$ cat config.mk
export PLATFORM = sky130hd
export DESIGN_NAME = sp_unit_flat
export DESIGN_NICKNAME = d
export VERILOG_FILES = /design/src/rtl/sp_unit_if.sv /design/src/rtl/sp_unit.sv /design/src/flat_wrapper.sv
export SDC_FILE = /design/constraint.sdc
export NUM_CORES = 1
export LEC_CHECK = 0
export BUFFER_PORTS_ARGS = -buffer_cell sky130_fd_sc_hd__buf_2
export CORE_ASPECT_RATIO = 1.4
export CORE_UTILIZATION = 45
export CTS_CLUSTER_SIZE = 8
export DETAILED_ROUTE_END_ITERATION = 16
export GPL_TIMING_DRIVEN = 0
export PLACE_DENSITY = 0.74
export SYNTH_ARGS = -nofsm -noshare
export SYNTH_HDL_FRONTEND = slang
export SYNTH_SLANG_ARGS = --single-unit
$ cat constraint.sdc
create_clock -name clk -period 4.3 [get_ports clk]
set_input_delay 0.86 -clock clk [delete_from_list [all_inputs] [get_ports clk]]
set_output_delay 0.86 -clock clk [all_outputs]
set_load 0.005 [all_outputs]
$ cat src/rtl/sp_unit_if.sv
// Stack-pointer unit command/status bundle.
// master: issues commands and observes status; slave: the sp_unit itself.
interface sp_unit_if;
    logic        push;
    logic        pop;
    logic        load;
    logic [13:0] load_val;
    logic        clr_err;
    logic [13:0] sp;
    logic [13:0] sp_dec;
    logic [13:0] depth;
    logic        empty;
    logic        full;
    logic        err;

    modport master (
        output push, pop, load, load_val, clr_err,
        input  sp, sp_dec, depth, empty, full, err
    );

    modport slave (
        input  push, pop, load, load_val, clr_err,
        output sp, sp_dec, depth, empty, full, err
    );
endinterface

$ cat src/rtl/sp_unit.sv
// Downward-growing stack pointer with registered depth/empty/full status.
// Optional macro SP_BOUND_CHECK_EN: push-while-full or pop-while-empty is
// refused, raises a sticky err and parks the unit in HALT until clr_err.
// Without the macro the pointer simply wraps modulo 2^14 and err is 0.
module sp_unit #(
    parameter logic [13:0] SP_INIT  = 14'h3FFF,
    parameter logic [13:0] SP_LIMIT = 14'h2000
) (
    input  logic     clk,
    input  logic     rst_n,
    sp_unit_if.slave bus
);

    logic [13:0] sp_q, sp_d;
    logic [13:0] depth_q, depth_d;
    logic        empty_q, empty_d;
    logic        full_q, full_d;

`ifdef SP_BOUND_CHECK_EN
    typedef enum logic [0:0] {StRun, StHalt} state_e;
    state_e state_q, state_d;
    logic   err_q, err_d;

    // Next SP, error flag and RUN/HALT transition.
    always_comb begin
        sp_d    = sp_q;
        state_d = state_q;
        err_d   = err_q;
        if (bus.load) begin
            sp_d = bus.load_val;
        end else if (state_q == StRun) begin
            if (bus.push && !bus.pop) begin
                if (sp_q == SP_LIMIT) begin
                    err_d   = 1'b1;
                    state_d = StHalt;
                end else begin
                    sp_d = sp_q - 14'd1;
                end
            end else if (bus.pop && !bus.push) begin
                if (sp_q == SP_INIT) begin
                    err_d   = 1'b1;
                    state_d = StHalt;
                end else begin
                    sp_d = sp_q + 14'd1;
                end
            end
        end
        // Load and clr_err in the same HALT cycle both take effect.
        if (state_q == StHalt && bus.clr_err) begin
            state_d = StRun;
            err_d   = 1'b0;
        end
    end

    // FSM state and sticky error register.
    always_ff @(posedge clk) begin
        if (!rst_n) begin
            state_q <= StRun;
            err_q   <= 1'b0;
        end else begin
            state_q <= state_d;
            err_q   <= err_d;
        end
    end

    assign bus.err = err_q;
`else
    logic unused_clr_err;
    assign unused_clr_err = bus.clr_err;

    // Next SP: free-running wrap, no bound handling.
    always_comb begin
        sp_d = sp_q;
        if (bus.load) begin
            sp_d = bus.load_val;
        end else if (bus.push && !bus.pop) begin
            sp_d = sp_q - 14'd1;
        end else if (bus.pop && !bus.push) begin
            sp_d = sp_q + 14'd1;
        end
    end

    assign bus.err = 1'b0;
`endif

    // Status derived from the next SP so it lines up with the registered sp.
    always_comb begin
        depth_d = SP_INIT - sp_d;
        empty_d = (sp_d == SP_INIT);
        full_d  = (sp_d == SP_LIMIT);
    end

    // Pointer and status registers.
    always_ff @(posedge clk) begin
        if (!rst_n) begin
            sp_q    <= SP_INIT;
            depth_q <= 14'd0;
            empty_q <= 1'b1;
            full_q  <= (SP_INIT == SP_LIMIT);
        end else begin
            sp_q    <= sp_d;
            depth_q <= depth_d;
            empty_q <= empty_d;
            full_q  <= full_d;
        end
    end

    assign bus.sp     = sp_q;
    assign bus.sp_dec = sp_q - 14'd1;
    assign bus.depth  = depth_q;
    assign bus.empty  = empty_q;
    assign bus.full   = full_q;

endmodule

$ cat src/flat_wrapper.sv
// flat-port wrapper written by rule: the top's interface ports become plain ports
module sp_unit_flat 
#(
    parameter logic [13:0] SP_INIT  = 14'h3FFF,
    parameter logic [13:0] SP_LIMIT = 14'h2000
)
  (clk, rst_n, bus_push, bus_pop, bus_load, bus_load_val, bus_clr_err, bus_sp, bus_sp_dec, bus_depth, bus_empty, bus_full, bus_err);
  sp_unit_if bus_i ();
  input  logic clk;
  input  logic rst_n;
  input wire logic [$bits(bus_i.push)-1:0] bus_push;
  input wire logic [$bits(bus_i.pop)-1:0] bus_pop;
  input wire logic [$bits(bus_i.load)-1:0] bus_load;
  input wire logic [$bits(bus_i.load_val)-1:0] bus_load_val;
  input wire logic [$bits(bus_i.clr_err)-1:0] bus_clr_err;
  output wire logic [$bits(bus_i.sp)-1:0] bus_sp;
  output wire logic [$bits(bus_i.sp_dec)-1:0] bus_sp_dec;
  output wire logic [$bits(bus_i.depth)-1:0] bus_depth;
  output wire logic [$bits(bus_i.empty)-1:0] bus_empty;
  output wire logic [$bits(bus_i.full)-1:0] bus_full;
  output wire logic [$bits(bus_i.err)-1:0] bus_err;
  assign bus_i.push = bus_push;
  assign bus_i.pop = bus_pop;
  assign bus_i.load = bus_load;
  assign bus_i.load_val = bus_load_val;
  assign bus_i.clr_err = bus_clr_err;
  assign bus_sp = bus_i.sp;
  assign bus_sp_dec = bus_i.sp_dec;
  assign bus_depth = bus_i.depth;
  assign bus_empty = bus_i.empty;
  assign bus_full = bus_i.full;
  assign bus_err = bus_i.err;
  sp_unit #(.SP_INIT(SP_INIT), .SP_LIMIT(SP_LIMIT)) u_core (.clk(clk), .rst_n(rst_n), .bus(bus_i));
endmodule
Word level (Yosys, flattened, before mapping)
Cells that the tools add are included.
{"block": "word_totals", "ff_bits": 30, "inputBits": 20, "wordCells": 16}
{"block": "op_classes", "add_sub_neg": 3, "n_eq_ne": 2, "muxes": 3, "reduce_logical": 4}
{"op": "$mux 14", "n": 3}
{"op": "$eq 14x14->1 const B", "n": 2}
{"op": "$add 14x1->14 const B", "n": 1}
{"op": "$sub 14x1->14 const B", "n": 1}
{"op": "$sub 14x14->14 const A", "n": 1}
{"op": "$logic_and 1x1->1", "n": 2}
{"op": "$logic_not 1->1", "n": 2}

Longest topological paths before layout
{"block": "logic_depth", "ltp_word": 6, "mapped_depth": 9}

Least setup slack after synthesis
No wires, ideal clock.
{"block": "synth_path", "path_kind": "input to register", "startpoint": "input port bus_push", "endpoint": "register u_core.full_q (netlist: u_core.bus.full)", "setup_time_ps": 88, "t_arrival_ps": 2496, "t_required_ps": 4212, "slack_ps": 1716, "stages": 7, "path_buffers": 0, "cell_sequence": "nand4b_1 > o2bb2a_1 > xnor2_1 > mux2i_1 > nand4b_1 > or3_1 > nor4_2"}
{"block": "synth_via", "elab_chain_len": 6, "word_cells_on_any_way": 7}
{"item": "from (decl)", "line_no": "flat_wrapper.sv:11", "text": "input wire logic [$bits(bus_i.push)-1:0] bus_push;"}
{"item": "$logic_not 1->1", "line_no": "sp_unit.sv:78", "text": "end else if (bus.pop && !bus.push) begin"}
{"item": "$logic_and 1x1->1", "line_no": "sp_unit.sv:78"}
{"item": "$mux 14", "line_no": "sp_unit.sv:78"}
{"item": "$mux 14 *", "line_no": "sp_unit.sv:76", "text": "end else if (bus.push && !bus.pop) begin"}
{"item": "$mux 14 *", "line_no": "sp_unit.sv:74", "text": "if (bus.load) begin"}
{"item": "$eq 14x14->1 *", "line_no": "sp_unit.sv:90", "text": "full_d = (sp_d == SP_LIMIT);"}
{"item": "to (signal assigned)", "line_no": "sp_unit.sv:99", "text": "full_q <= (SP_INIT == SP_LIMIT);"}
{"item": "to (signal assigned)", "line_no": "sp_unit.sv:104", "text": "full_q <= full_d;"}
{"item": "to (decl)", "line_no": "sp_unit.sv:17", "text": "logic full_q, full_d;"}
Every way passes the cells marked *; elsewhere a longest branch is shown, timed or not.
A chain may end at the register's enable or synchronous reset.

Worst setup path after layout
{"block": "layout_path", "startpoint": "register u_core.sp_q[0] (netlist: u_core.bus.sp[0])", "endpoint": "output port bus_sp_dec[12]"}
{"block": "layout_via", "elab_chain_len": 1}
{"item": "from (decl)", "line_no": "sp_unit.sv:14", "text": "logic [13:0] sp_q, sp_d;"}
{"item": "from (signal assigned)", "line_no": "sp_unit.sv:101", "text": "sp_q <= sp_d;"}
{"item": "$sub 14x1->14", "line_no": "sp_unit.sv:109", "text": "assign bus.sp_dec = sp_q - 14'd1;"}
{"item": "to (decl)", "line_no": "flat_wrapper.sv:17", "text": "output wire logic [$bits(bus_i.sp_dec)-1:0] bus_sp_dec;"}
No other way between the ends.

==> run summary <==
## Final layout
- **final net count** 299
- **fill cell instance count of the final layout** 356
- **Diodes inserted** 0
- **count of placed standard cells in the final layout, fillers left out** 320
- **Area growth syn-to-layout** 26.7%
- **multi-input combinational cell area** 945 um^2
- **final cell area excluding filler cells** 2150 um^2
- **Reg area** 601 um^2
- **fraction of layout instances using a drive strength above 1** 29.5%

## Placed design
- **worst setup slack after placement** 1.30 ns
- **standard cell area after detailed placement** 2050 um^2
- **sum of net half-perimeters after detailed placement** 3360 um
- **count of placed standard cells including taps** 312
- **Final GP Congestion** 0.866
- **I/O Buffers** 61

## Clock network
- **Root Driver** sky130_fd_sc_hd__clkbuf_8
- **clock buffers created by TritonCTS** 5
- **maximum buffer depth of the clock tree** 2
- **clock latency reported for the late side of the worst-skew pair** 0.28 ns
- **cells resized by post-CTS repair** 0
- **number of buffers inserted for hold repair after clock tree synthesis** 0
- **Post-CTS Repair Setup Buffers** 0
- **H-tree depth reported by CTS** 2
- **number of sinks handled by clock tree synthesis** 30
- **TritonCTS clock tree** built
- **clock-pin transition on the worst setup and hold timing paths** 0.07 ns

## Floorplan
- **num rows** 26
- **Top Ports** 65
- **starting density of the core** 46.9%
- **floorplan die height** 74.6 um
- **Die Outline Area** 4020 um^2
- **Die X** 53.9 um
- **standard cell core area** 3610 um^2

## STA
- **clock skew** 0.00667 ns
- **final-report max-slew violation count** 0
- **post-route worst setup slack** 1.18 ns
- **unrepaired setup endpoints after global routing** false
- **final setup fails** 0
- **Hold WS** 0.829 ns
- **final clock period utilization by the worst path** 72.5%
- **Final Critical Period** 3.12 ns
- **Worst slew margin** 62.4%
- **total negative setup slack** 0 ns
- **Hold Fails Final Rpt** 0
- **highest attainable clock frequency** 0.321 GHz
- **pin slew with the least headroom to its limit** 0.561 ns

## Worst setup path
- **startpoint type of the worst setup path** flip-flop
- **class of the most critical setup path** reg -> out
- **launch point of the worst path** u_core.bus.sp[0]
- **Max FO, Critical Path** 7
- **Critical-path top delay cell** sky130_fd_sc_hd__or4b_4
- **reg2reg setup slack** 1.68 ns
- **max incr delay on CP** 0.52 ns
- **worst endpoint required time** 3.44 ns
- **arrival time at the worst endpoint** 2.26 ns
- **worst-path cell chain** inv_1, ha_1, or4b_4, nor2_1, and3b_1, xor2_1, buf_2
- **reg-to-reg startpoint** u_core.bus.sp[0]
- **Critical Path Sink Type** primary output

## Drt
- **number of vias per cell after detailed routing** 5.26
- **average routed wire per standard cell** 13.3 um
- **DRC marker count from the first detailed-route iteration** 55
- **routed wire length** 4250 um
- **number of antenna-violating nets in the routed design** 0
- **vias after detailed routing** 1683
- **DRC viols** 0
- **TritonRoute pass-1 iters** 4

## Logic synthesis
- **synthesized net count** 231
- **yosys warns** 0
- **top cell type's share of synthesized area** 35.5%
- **Synth Instances** 209
- **main area contributors after synthesis** sky130_fd_sc_hd__dfxtp_1, sky130_fd_sc_hd__xnor2_1, sky130_fd_sc_hd__xor2_1, sky130_fd_sc_hd__nand2_1, sky130_fd_sc_hd__inv_1
- **ys async rst share** 0%
- **mean cell area of the mapped netlist** 8.11 um^2
- **dominant cell type by area after synthesis** sky130_fd_sc_hd__dfxtp_1
- **top flip-flop cell by instance count after synthesis** sky130_fd_sc_hd__dfxtp_1
- **sequential share of the synthesized area** 35.5%
- **Post-Syn Area** 1690 um^2
- **register bit count reported by yosys** 30
- **count of unique library cells instantiated by Yosys** 45
- **Post-synth EDFFs** 0

## Pwr
- **portion of total power attributed to the clock network** 33.0%
- **design internal power** 501 uW
- **Comb power frac** 23.4%
- **IR Drop Worst-Case VDD** 0.000280 V
- **portion of total power attributed to sequential cells** 43.6%
- **P_sw** 214 uW
- **leakage component of the power** 0.00101 uW
- **Power per Cell Area** 333 nW/um^2
- **switch share** 29.9%

## GRT
- **grt ovf** 0
- **maximum number of pins on one net before global-route repair** 11
- **initial antenna violation count** 0
- **wire length of the first global-routing pass** 6630 um
- **via count of the first global-routing pass** 1523
- **overall track demand over capacity in global routing** 22.7%

## Run
- **max cap viols** 0

## Run status
- **run status** finished clean

## Min path
- **worst min path class** reg -> reg
- **hold_sp** u_core.bus.sp[13]

==> worst max-delay path: cells and delay by family, from the launching register on <==
kind	cells	cell delay, ns
AND/OR/NAND/NOR	3	0.89
buffers and inverters	2	0.27
adder cells (fa/ha/maj)	1	0.23
flip-flops	1	0.38
XOR/XNOR	1	0.21
==> worst paths after layout <==
kind	to	depth (start not counted)
max	bus_sp_dec[12]	7
min	u_core.bus.sp[13]	4
max reg2reg	u_core.bus.empty	9
min reg2reg	u_core.bus.sp[13]	4
==> cells in the mapped netlist, types with 3 or more instances <==
master and count:
sky130_fd_sc_hd__nand3_1 9, sky130_fd_sc_hd__nand2_1 23, sky130_fd_sc_hd__nor2_1 10, sky130_fd_sc_hd__a21oi_1 6, sky130_fd_sc_hd__a22oi_1 3, sky130_fd_sc_hd__mux2i_1 6
sky130_fd_sc_hd__nor2b_1 5, sky130_fd_sc_hd__a31oi_1 3, sky130_fd_sc_hd__nand4_1 5, sky130_fd_sc_hd__xnor2_1 13, sky130_fd_sc_hd__xor2_1 10, sky130_fd_sc_hd__nand2b_1 3
sky130_fd_sc_hd__nor3_1 11, sky130_fd_sc_hd__dfxtp_1 30, sky130_fd_sc_hd__o21ai_0 3, sky130_fd_sc_hd__inv_1 20, sky130_fd_sc_hd__clkbuf_1 8, sky130_fd_sc_hd__nor4_1 5
==> area by class of cell <==
| type | count | share of cell area, % |
|---|---|---|
| inverter | 20 | 3.50 |
| sequential | 30 | 28.0 |
| clock buffer | 6 | 3.85 |
| buffer | 15 | 3.44 |
| clock inverter | 2 | 0.583 |
| tap | 42 | 2.45 |
| multi-input combinational | 144 | 44.0 |
| timing repair buffer | 61 | 14.2 |
==> logic make-up after synthesis <==
logic type      Yosys count  synth area share (%)
compound gates           24                  9.53
xor+xnor                 23                  11.9
buf+inv                  35                  8.79
flops                    30                  35.5
mux                       7                  4.36
other cells               1                 0.221
simple gates             87                  28.3
fa+ha+maj                 2                  1.48
==> power groups by stage <==
stage          sequential [uW]  combinational, uW  clock, uW
2_1_floorplan              319                103          0
3_3_place_gp               317                164          0
3_5_place_dp               318                166          0
4_1_cts                    312                167        241
5_1_grt                    314                187        252
6_report                   312                167        235
==> cells in the final DEF (no fill, tap or decap), types with 5 or more instances in the layout <==
master	instances
sky130_fd_sc_hd__nor3_1	11
sky130_fd_sc_hd__mux2i_1	6
sky130_fd_sc_hd__nor2_1	10
sky130_fd_sc_hd__clkbuf_1	8
sky130_fd_sc_hd__nand4_1	5
sky130_fd_sc_hd__a21oi_1	6
sky130_fd_sc_hd__nand3_1	9
sky130_fd_sc_hd__buf_2	63
sky130_fd_sc_hd__nor4_1	5
sky130_fd_sc_hd__inv_1	20
sky130_fd_sc_hd__nand2_1	23
sky130_fd_sc_hd__dfxtp_1	30
sky130_fd_sc_hd__xnor2_1	13
sky130_fd_sc_hd__xor2_1	10
sky130_fd_sc_hd__nor2b_1	5
sky130_fd_sc_hd__clkbuf_8	6
==> metrics by stage <==
stage | util, % | total power, uW
after floorplan | - | 421
after global placement | 56.8 | 481
after detailed placement | 56.8 | 484
after CTS | 59.5 | 719
after global routing | 59.5 | 753
final | 59.5 | 714
==> metal layers <==
layer	vias up	track usage (%)	routed length, um
li1	834	-	-
met5	-	0	0
met2	68	40.1	2170
met1	770	25.4	1730
met3	11	4.70	243
met4	0	9.65	105
==> flip-flops by register name, indices dropped and copies added, names as in the netlist <==
register	flops
u_core.bus.sp	14
u_core.bus.full	1
u_core.bus.depth	14
u_core.bus.empty	1
Note: power is estimated with default switching activity, not from simulation.
